## src/rtl/jt9346_dump_ctrl.sv

```systemverilog
// Dump-port sequencer: serialises host image load and full-image save onto the EEPROM dump port.
// Optional feature macro JT9346_AUTOSAVE_EN: a raised dump_flag in IDLE starts a save like sv_req.
module jt9346_dump_ctrl #(
  parameter int AW    = 6,
  parameter int DW    = 8,
  parameter int BW    = (DW == 16) ? AW + 1 : AW,
  parameter int RDLAT = 1
) (
  input  logic          clk,
  input  logic          rst_n,
  input  logic          ld_start,
  input  logic          ld_valid,
  input  logic [7:0]    ld_data,
  output logic          ld_ready,
  input  logic          sv_req,
  output logic          sv_valid,
  output logic [7:0]    sv_data,
  output logic          sv_last,
  input  logic          sv_ready,
  output logic          busy,
  output logic [BW-1:0] dump_addr,
  output logic          dump_we,
  output logic [7:0]    dump_din,
  input  logic [7:0]    dump_dout,
  input  logic          dump_flag,
  output logic          dump_clr
);

  // Handshakes: a byte moves on a clock edge where valid and ready are both high;
  // a source holds its data stable while valid is high and ready is low.

  typedef enum logic [2:0] {IDLE, LOAD, RD_ADDR, RD_WAIT, RD_OUT} state_t;

  localparam logic [BW-1:0] LAST      = {BW{1'b1}};
  localparam logic [1:0]    WAIT_LAST = 2'(RDLAT - 1);

  state_t        state, state_nx;
  logic [BW-1:0] cnt, cnt_nx;
  logic [1:0]    wcnt, wcnt_nx;
  logic [7:0]    sv_q, sv_q_nx;
  logic          save_trig;

`ifdef JT9346_AUTOSAVE_EN
  assign save_trig = sv_req | dump_flag;
`else
  logic unused_flag;
  assign unused_flag = dump_flag;
  assign save_trig   = sv_req;
`endif

  always_ff @(posedge clk) begin
    if (!rst_n) begin
      state <= IDLE;
      cnt   <= '0;
      wcnt  <= '0;
      sv_q  <= '0;
    end else begin
      state <= state_nx;
      cnt   <= cnt_nx;
      wcnt  <= wcnt_nx;
      sv_q  <= sv_q_nx;
    end
  end

  always_comb begin
    state_nx  = state;
    cnt_nx    = cnt;
    wcnt_nx   = wcnt;
    sv_q_nx   = sv_q;
    ld_ready  = 1'b0;
    sv_valid  = 1'b0;
    sv_last   = 1'b0;
    dump_addr = '0;
    dump_we   = 1'b0;
    dump_din  = '0;
    dump_clr  = 1'b0;
    case (state)
      IDLE: begin
        if (ld_start) begin
          state_nx = LOAD;
          cnt_nx   = '0;
        end else if (save_trig) begin
          state_nx = RD_ADDR;
          cnt_nx   = '0;
        end
      end
      LOAD: begin
        dump_addr = cnt;
        // A restart takes the cycle, so no byte is accepted alongside it.
        if (ld_start) begin
          cnt_nx = '0;
        end else begin
          ld_ready = 1'b1;
          if (ld_valid) begin
            dump_we  = 1'b1;
            dump_din = ld_data;
            cnt_nx   = cnt + BW'(1);
            if (cnt == LAST) begin
              dump_clr = 1'b1;
              state_nx = IDLE;
            end
          end
        end
      end
      RD_ADDR: begin
        dump_addr = cnt;
        dump_clr  = (cnt == '0);
        wcnt_nx   = '0;
        state_nx  = RD_WAIT;
      end
      RD_WAIT: begin
        // Address stays on the port until the read byte is captured.
        dump_addr = cnt;
        if (wcnt == WAIT_LAST) begin
          sv_q_nx  = dump_dout;
          state_nx = RD_OUT;
        end else begin
          wcnt_nx = wcnt + 2'd1;
        end
      end
      RD_OUT: begin
        sv_valid = 1'b1;
        sv_last  = (cnt == LAST);
        if (sv_ready) begin
          cnt_nx   = cnt + BW'(1);
          state_nx = (cnt == LAST) ? IDLE : RD_ADDR;
        end
      end
      default: state_nx = IDLE;
    endcase
  end

  assign busy    = (state != IDLE);
  assign sv_data = sv_q;

endmodule
```

## config.mk

```make
export PLATFORM = sky130hd
export DESIGN_NAME = jt9346_dump_ctrl
export DESIGN_NICKNAME = d
export VERILOG_FILES = /design/src/rtl/jt9346_dump_ctrl.sv
export SDC_FILE = /design/constraint.sdc
export NUM_CORES = 1
export LEC_CHECK = 0
export BUFFER_PORTS_ARGS = -buffer_cell sky130_fd_sc_hd__buf_2
export CORE_ASPECT_RATIO = 0.7
export CORE_MARGIN = 2
export CORE_UTILIZATION = 42
export DETAILED_ROUTE_END_ITERATION = 7
export PLACE_DENSITY = 0.85
export SLEW_MARGIN = 20
export SYNTH_ARGS = -nofsm -noshare
export SYNTH_HDL_FRONTEND = slang
export SYNTH_SLANG_ARGS = --single-unit
```

## constraint.sdc

```tcl
create_clock -name clk -period 1.4 [get_ports clk]
set_input_delay 0.28 -clock clk [delete_from_list [all_inputs] [get_ports clk]]
set_output_delay 0.28 -clock clk [all_outputs]
set_load 0.03 [all_outputs]
```

==> flow_summary.json, run 1 <==
{
  "outcome": "finished with violations",
  "failed_checks": "setup timing",
  "die-area_sq_um": 3200,
  "antennaDiodeCount": 0,
  "ys_async_sr_fraction_pct": 0,
  "grt_antenna_before_repair": 0,
  "die-width_microns": 66.7,
  "crit_type": "reg -> out",
  "seq_area_sq_um": 389,
  "synth_flop_cell": "dfxtp_1",
  "synthCells": 143,
  "hp-class": "in -> reg",
  "setup_ws_ps": -452,
  "grt_usage_pct": 34.6,
  "fp.dieH_microns": 47.9,
  "areaGrowthSynthToFinish_pct": 90.6,
  "clock.fmax_ghz": 0.540,
  "hold_viol_final": 0,
  "period_share_pct": 132,
  "ir_drop_mv": 0.825,
  "cp_slowest_cell": "or3b_4",
  "drt_iter0_drc": 194,
  "cts.sinks": 19,
  "avgSynthCellArea_sq_um": 8.09,
  "synth_cell_types": 47,
  "stdcell_count": 271,
  "grt_pass1_wl_mm": 7.91,
  "row_count": 15,
  "synth-edff-count": 0,
  "critPathRequiredTime_ps": 1120,
  "grt_max_degree": 11,
  "design.core.area_sq_um": 2530,
  "timing.slew.headroom_pct": 77.3,
  "routed_wl_mm": 6.48,
  "clkTransAtPathRegs_ps": 70,
  "vias": 1759,
  "nets": 264,
  "synthesis.area_sq_um": 1160,
  "p_per_area_nw_per_um2": 771,
  "clk_latency_ps": 260,
  "gp_congestion": 0.821,
  "fin_skew_ps": 5.09,
  "worstSetupEndpointType": "output pin",
  "via_per_inst": 6.49,
  "floorplan.initialDensity_pct": 45.7,
  "worstHoldStart": "dump_dout[5]",
  "slew_violations": 0,
  "synth_common_cells": "24 x nand2_1, 19 x dfxtp_1, 12 x a21oi_1",
  "hold-worst-slack_ps": 248,
  "setup.worst_path.start_class": "flop",
  "root_buffer": "clkbuf_8",
  "firstDrtPassIters": 5,
  "worstSetupStartpoint": "state[2]$_SDFFE_PN0P_",
  "drc": 0,
  "cts_buffers": 3,
  "cp.arrival_ps": 1570,
  "cts.path.max_buffers": 2,
  "yosysSeqAreaShare_pct": 32.9,
  "max_stage_delay_ps": 410,
  "syn_nets": 169,
  "io_buffers": 49,
  "setup_violations": 38,
  "synth_area_leaders": "dfxtp_1 33%, nand2_1 7.8%, a21oi_1 5.2%",
  "gr-total-overflow": 0,
  "drive_above_1_share_pct": 63.3,
  "cts_tree": "built",
  "yosys_register_bits": 19,
  "yosysMostFrequentCell": "nand2_1",
  "p_leak_nw": 0.969,
  "drv_cap": 0,
  "dp.cells": 252,
  "ys_warn_count": 0,
  "h-tree-depth": 1,
  "setup_tns_ps": -9310,
  "cp_max_fo": 6,
  "n_fill_cell": 99,
  "postRouteAntennaNets": 0,
  "synth.top_cell.area_share_pct": 32.9,
  "multiInputGateArea_sq_um": 916,
  "num_io_pins": 51,
  "yosys.area.top_type": "dfxtp_1",
  "worst_pin_slew_ps": 341,
  "grt_pass1_vias": 1586,
  "crit-reg2reg-launch": "state[0]$_SDFFE_PN0P_",
  "finalCriticalPeriod_ps": 1850,
  "dpl_cell_area_sq_um": 1740,
  "routedWlPerCell_microns": 23.9,
  "rsz0062_at_grt": "true",
  "fin_area_sq_um": 2210,
  "cp_cell_sequence": "or3b_4, nor3_4, nand2_2, nand2_4, buf_6",
  "hpwl_mm": 2.86
}
sequential cells by signal, indices dropped and copies added (netlist names):
signal / count
cnt: 6
state: 3
sv_data: 8
wcnt: 2
path summary, 6_finish.rpt:
| check | to | slack [ps] | cells after the start |
|---|---|---|---|
| setup / recovery | dump_clr | -450 | 5 |
| hold / removal | sv_data[5]$_SDFFE_PN0P_ | 250 | 3 |
| setup reg to reg | cnt[5]$_SDFFE_PN0P_ | -310 | 7 |
| hold reg to reg | sv_data[5]$_SDFFE_PN0P_ | 470 | 2 |
cell type report:
cell class,count,area share (%)
Inverter,10,1.82
Multi-Input combinational cell,109,41.5
Timing Repair Buffer,95,35.1
Clock buffer,4,2.04
Tap cell,34,1.93
Sequential cell,19,17.6
cell families after synthesis:
kind of cell               after synthesis  synth area share (%)
AOI/OAI and AO/OA                       34                  21.7
adders and majority gates                3                  3.24
buffers and inverters                   16                  7.46
DFF                                     19                  32.9
and+or+nand+nor                         71                  34.7
cells in the final DEF (no fill, tap or decap), types with 4 or more instances in the layout:
cell type  synthesis  final
buf_4              0     33
buf_6              3     32
buf_2              2     29
nand2_1           24     21
dfxtp_1           19     14
and3_4             1     11
inv_1              7      7
a21oi_1           12      7
a21oi_2            1      6
nand3_1            6      4
dfxtp_2            0      4
power breakdown:
part / switching [mW] / internal [mW] / leakage, nW
combinational: 0.395 / 0.322 / 0.790
clock: 0.193 / 0.203 / 0.0228
sequential: 0.0277 / 0.561 / 0.156
total: 0.615 / 1.09 / 0.969
repair_timing:
item | CTS | global route
pin swaps | 19 | 2
hold endpoints to repair | 0 | 0
hold buffers | 0 | 0
endpoints found under the setup margin | 36 | 38
resized for setup | 65 | 23
gates cloned | 1 | 1
buffers inserted | 10 | 4
critical path: cells and delay by family (launching register included):
kind | cells | cell delay, ps
simple gates | 4 | 790
flops | 1 | 380
buf+inv | 1 | 130
per-layer routing:
layer | wire length [microns] | global-route usage (%)
met1 | 2280 | 41.2
met2 | 2860 | 61.0
met3 | 876 | 6.12
met4 | 457 | 20.0
met5 | 0 | 0
through the flow:
stage          setup slack, ps  power [mW]  utilization (%)
2_1_floorplan             -356       0.876                -
3_3_place_gp              -262        1.04             68.6
3_5_place_dp              -286        1.06             68.6
4_1_cts                   -351        1.56             82.1
5_1_grt                   -482        1.73             87.1
6_report                  -452        1.70             87.1
(Power assumes the default switching activity.)
==> run 2: changes to the inputs <==
--- a/config.mk
+++ b/config.mk
@@ -6,11 +6,12 @@
 export NUM_CORES = 1
 export LEC_CHECK = 0
 export BUFFER_PORTS_ARGS = -buffer_cell sky130_fd_sc_hd__buf_2
-export CORE_ASPECT_RATIO = 0.7
+export CORE_ASPECT_RATIO = 0.9
 export CORE_MARGIN = 2
 export CORE_UTILIZATION = 42
 export DETAILED_ROUTE_END_ITERATION = 7
 export PLACE_DENSITY = 0.85
+export REMOVE_ABC_BUFFERS = 1
 export SLEW_MARGIN = 20
 export SYNTH_ARGS = -nofsm -noshare
 export SYNTH_HDL_FRONTEND = slang
==> flow_summary.json, run 2 (same netlist as run 1, synthesis figures left out) <==
{
  "postRouteAntennaNets": 0,
  "nets": 259,
  "power.total_mw": 1.54,
  "critical_path.top_delay_family": "simple AND/OR/NAND/NOR gates",
  "slew_violations": 0,
  "setup_tns_ps": -9180,
  "hold-worst-slack_ps": 198,
  "design.core.area_sq_um": 2680,
  "final_cell_mix": "31 x buf_6, 30 x buf_4, 29 x buf_2",
  "hpwl_mm": 2.42,
  "setup.worst_path.start_class": "flop",
  "antennaDiodeCount": 0,
  "timing.slew.headroom_pct": 78.5,
  "p_per_area_nw_per_um2": 733,
  "worst_pin_slew_ps": 320,
  "gr-total-overflow": 0,
  "routed_wl_mm": 5.24,
  "clk_latency_ps": 310,
  "holdBufCountCts": 0,
  "fin_skew_ps": 11.4,
  "die-width_microns": 59.3,
  "stdcell_count": 262,
  "via_per_inst": 6.03,
  "hp-class": "in -> reg",
  "cts_tree": "built",
  "vias": 1579,
  "firstDrtPassIters": 5,
  "drc": 0,
  "io_buffers": 49,
  "setup_violations": 29,
  "finalCriticalPeriod_ps": 1940,
  "place_ws_ps": -192,
  "clock.fmax_ghz": 0.515,
  "setup_ws_ps": -540,
  "critPathRequiredTime_ps": 1120,
  "cp_common_cell": "nand2_1",
  "cp_slowest_cell": "or3b_4",
  "row_count": 18,
  "grt_pass1_vias": 1434,
  "failed_checks": "setup timing",
  "worstSetupEndpointType": "output pin",
  "fp.dieH_microns": 53.8,
  "gp_congestion": 0.889,
  "p_leak_nw": 0.923,
  "final_util_pct": 78.5,
  "dp.cells": 245,
  "num_io_pins": 51,
  "cts_buffers": 3,
  "layout_commonest_cell": "buf_6",
  "crit_type": "reg -> out",
  "path_buf_inv": 1,
  "h-tree-depth": 1,
  "drive_above_1_share_pct": 62.1,
  "outcome": "finished with violations",
  "drv_cap": 0,
  "fin_area_sq_um": 2100,
  "cp_max_fo": 3,
  "floorplan.initialDensity_pct": 43.2,
  "grt_pass1_wl_mm": 6.81,
  "cts.sinks": 19,
  "areaGrowthSynthToFinish_pct": 81.7,
  "rsz0062_at_grt": "true",
  "ir_drop_mv": 0.665,
  "dpl_cell_area_sq_um": 1610,
  "max_stage_delay_ps": 420,
  "die-area_sq_um": 3190,
  "drt_iter0_drc": 114,
  "cp_cell_sequence": "or3b_4, nor3_4, nand2_1, nand2_1, buf_6",
  "cts.path.max_buffers": 2,
  "largest_reg_flops": 8,
  "n_fill_cell": 145,
  "multiInputGateArea_sq_um": 886,
  "period_share_pct": 139,
  "seq_area_sq_um": 390,
  "cp.arrival_ps": 1660,
  "clkTransAtPathRegs_ps": 110,
  "routedWlPerCell_microns": 20.0,
  "grt_max_degree": 14,
  "grt_antenna_before_repair": 0,
  "grt_usage_pct": 29.3,
  "hold_viol_final": 0,
  "root_buffer": "clkbuf_4"
}
## run 2: changes by cell type in the layout (fill, tap and decap cells not counted), moves of 3 or more
cell / previous run / this run
and2_1: 3 / 0
a21oi_2: 6 / 2
and2_4: 1 / 4
clkbuf_8: 3 / 0
clkbuf_4: 0 / 3
buf_4: 33 / 30
a21oi_1: 7 / 11
## run 2: path summary, 6_finish.rpt
kind / slack, ps / cells after the start / endpoint / from
setup / recovery: -540 / 5 / dump_clr / state[0]$_SDFFE_PN0P_
hold / removal: 200 / 3 / sv_data[0]$_SDFFE_PN0P_ / dump_dout[0]
setup reg to reg: -230 / 7 / cnt[3]$_SDFFE_PN0P_ / state[0]$_SDFFE_PN0P_
hold reg to reg: 460 / 2 / sv_data[5]$_SDFFE_PN0P_ / sv_data[5]$_SDFFE_PN0P_
## run 2: what timing repair did
| item | CTS | global route |
|---|---|---|
| endpoints found under the setup margin | 36 | 37 |
| resized for setup | 75 | 28 |
| buffers inserted | 10 | 8 |
| pin swaps | 11 | 22 |
| cloned | 0 | 1 |
## run 2: layer usage
layer | routed length [microns] | track usage, % | share of wire (%) | vias up
met5 | 0 | 0 | 0 | -
met4 | 388 | 19.3 | 7.4 | 0
met3 | 376 | 4.81 | 7.2 | 40
met2 | 2630 | 53.3 | 50 | 110
met1 | 1840 | 31.2 | 35 | 727
li1 | - | - | - | 702
## run 2: worst register-to-register path, stage by stage (launching register included)
cell,delay (ps)
dfxtp_2,360
buf_6,120
buf_6,120
or2b_1,270
a21oi_2,170
buf_6,150
nand3_1,70
a32o_1,250
## run 2: report_power, final
part           internal [mW]  leakage, nW  switching, mW
clock                  0.107       0.0177          0.171
combinational          0.323        0.749          0.356
sequential             0.561        0.156         0.0240
total                  0.991        0.923          0.551
## run 2: layout make-up
cell class,instances,area share [%]
multi-input combinational,109,42.1
timing repair buffer,90,34.2
sequential,19,18.6
inverter,10,2.02
tap,30,1.78
clock buffer,3,1.07
clock inverter,1,0.238
==> run 3: changes to the inputs <==
--- a/config.mk
+++ b/config.mk
@@ -8,9 +8,9 @@
 export BUFFER_PORTS_ARGS = -buffer_cell sky130_fd_sc_hd__buf_2
 export CORE_ASPECT_RATIO = 0.9
 export CORE_MARGIN = 2
-export CORE_UTILIZATION = 42
+export CORE_UTILIZATION = 40
 export DETAILED_ROUTE_END_ITERATION = 7
-export PLACE_DENSITY = 0.85
+export PLACE_DENSITY = 0.82
 export REMOVE_ABC_BUFFERS = 1
 export SLEW_MARGIN = 20
 export SYNTH_ARGS = -nofsm -noshare
==> flow_summary.json, run 3 (same netlist as run 1, synthesis figures left out) <==
{
  "grt_max_degree": 14,
  "cp_slowest_cell": "dfxtp_4",
  "cp.arrival_ps": 1540,
  "drt_iter0_drc": 108,
  "p_per_area_nw_per_um2": 733,
  "grt_pass1_vias": 1397,
  "num_io_pins": 51,
  "worstSetupEndpointType": "output pin",
  "vias": 1544,
  "crit_type": "reg -> out",
  "hold_viol_final": 0,
  "worst_pin_slew_ps": 506,
  "setup_violations": 30,
  "gr-total-overflow": 0,
  "areaGrowthSynthToFinish_pct": 72.4,
  "place_ws_ps": -188,
  "ir_drop_mv": 0.461,
  "hp-class": "in -> reg",
  "io_buffers": 49,
  "worstHoldStart": "dump_dout[4]",
  "rsz0062_at_grt": "true",
  "setup_ws_ps": -419,
  "routed.top_layer": "met4",
  "row_count": 18,
  "hpwl_mm": 2.56,
  "worstSetupStartpoint": "state[2]$_SDFFE_PN0P_",
  "crit-reg2reg-launch": "state[0]$_SDFFE_PN0P_",
  "failed_checks": "setup timing",
  "critical_path.top_delay_family": "simple AND/OR/NAND/NOR gates",
  "design.core.area_sq_um": 2750,
  "setup.worst_path.start_class": "flop",
  "p_leak_nw": 0.876,
  "routed_wl_mm": 4.77,
  "seq_area_sq_um": 390,
  "clkTransAtPathRegs_ps": 110,
  "floorplan.initialDensity_pct": 42.1,
  "fin_skew_ps": 6.82,
  "clock.fmax_ghz": 0.550,
  "cts.path.max_buffers": 2,
  "cp_cell_sequence": "buf_4, and2b_2, nand4b_1, nand2_1, buf_6",
  "wl_met1_mm": 1.77,
  "routedWlPerCell_microns": 17.9,
  "nets": 254,
  "antennaDiodeCount": 0,
  "path_buf_inv": 2,
  "holdBufCountCts": 0,
  "drv_cap": 0,
  "clk_latency_ps": 300,
  "multiInputGateArea_sq_um": 820,
  "fp.dieH_microns": 55.0,
  "die-area_sq_um": 3340,
  "cts.sinks": 19,
  "grt_usage_pct": 26.2,
  "die-width_microns": 60.7,
  "final_cell_mix": "33 x buf_4, 30 x buf_2, 23 x nand2_1",
  "via_per_inst": 5.78,
  "postRouteAntennaNets": 0,
  "grt_pass1_wl_mm": 6.46,
  "drc": 0,
  "drive_above_1_share_pct": 58.1,
  "timing.slew.headroom_pct": 66.1,
  "grt_antenna_before_repair": 0,
  "slew_violations": 0,
  "outcome": "finished with violations",
  "max_stage_delay_ps": 400,
  "firstDrtPassIters": 4,
  "root_buffer": "clkbuf_4",
  "period_share_pct": 130,
  "largest_reg_flops": 8,
  "final_util_pct": 72.6,
  "n_fill_cell": 187,
  "finalCriticalPeriod_ps": 1820,
  "cts_tree": "built",
  "wl_met2_mm": 2.51,
  "cp_max_fo": 7,
  "critPathRequiredTime_ps": 1120,
  "gp_congestion": 0.872,
  "cts_buffers": 3,
  "layout_commonest_cell": "buf_4",
  "wl_met3_microns": 316,
  "h-tree-depth": 1
}
-- run 3: path summary, 6_finish.rpt --
| kind | end | slack [ps] | cells past startpoint |
|---|---|---|---|
| hold / removal | sv_data[4]$_SDFFE_PN0P_ | 210 | 3 |
| hold reg to reg | sv_data[1]$_SDFFE_PN0P_ | 460 | 2 |
| setup reg to reg | cnt[2]$_SDFFE_PN0P_ | -330 | 6 |
| setup / recovery | dump_clr | -420 | 5 |
-- run 3: tightest hold or removal path, cell delays in order --
cell and delay [ps]:
buf_2 100, nand2_1 50, a21oi_1 50
-- run 3: where the power goes --
group          total (mW)  switching, mW  internal (mW)  leakage [nW]
logic               0.604          0.323          0.281         0.702
clock network       0.275          0.169          0.106        0.0177
registers           0.583         0.0222          0.561         0.156
total                1.46          0.514          0.949         0.876
-- run 3: per-layer routing --
layer | global-route usage, % | vias up
met4 | 11.6 | 0
met5 | 0 | -
li1 | - | 688
met2 | 45.9 | 81
met1 | 31.9 | 752
met3 | 3.95 | 23
-- run 3: through the flow --
stage	cells	area, sq um	power, mW	TNS [ps]	hold slack [ps]
floorplan	137	1110	0.826	-8640	397
global placement	256	1630	1.02	-1650	439
detailed placement	256	1630	1.03	-2290	447
CTS	267	1900	1.40	-7220	202
global route	267	2000	1.53	-10340	187
finish	267	2000	1.46	-8560	206
-- run 3: timing repair --
| action | 4_1_cts | 5_1_grt |
|---|---|---|
| setup endpoints to repair | 38 | 38 |
| pin swaps | 5 | 8 |
| resized for setup | 55 | 24 |
| buffers inserted | 7 | 1 |
-- run 3: area by class of cell --
type	count	share of cell area [%]
Multi-Input combinational cell	108	41.1
Timing Repair Buffer	86	33.4
Sequential cell	19	19.6
Tap cell	40	2.51
Inverter	10	2.13
Clock buffer	3	1.13
Clock inverter	1	0.251
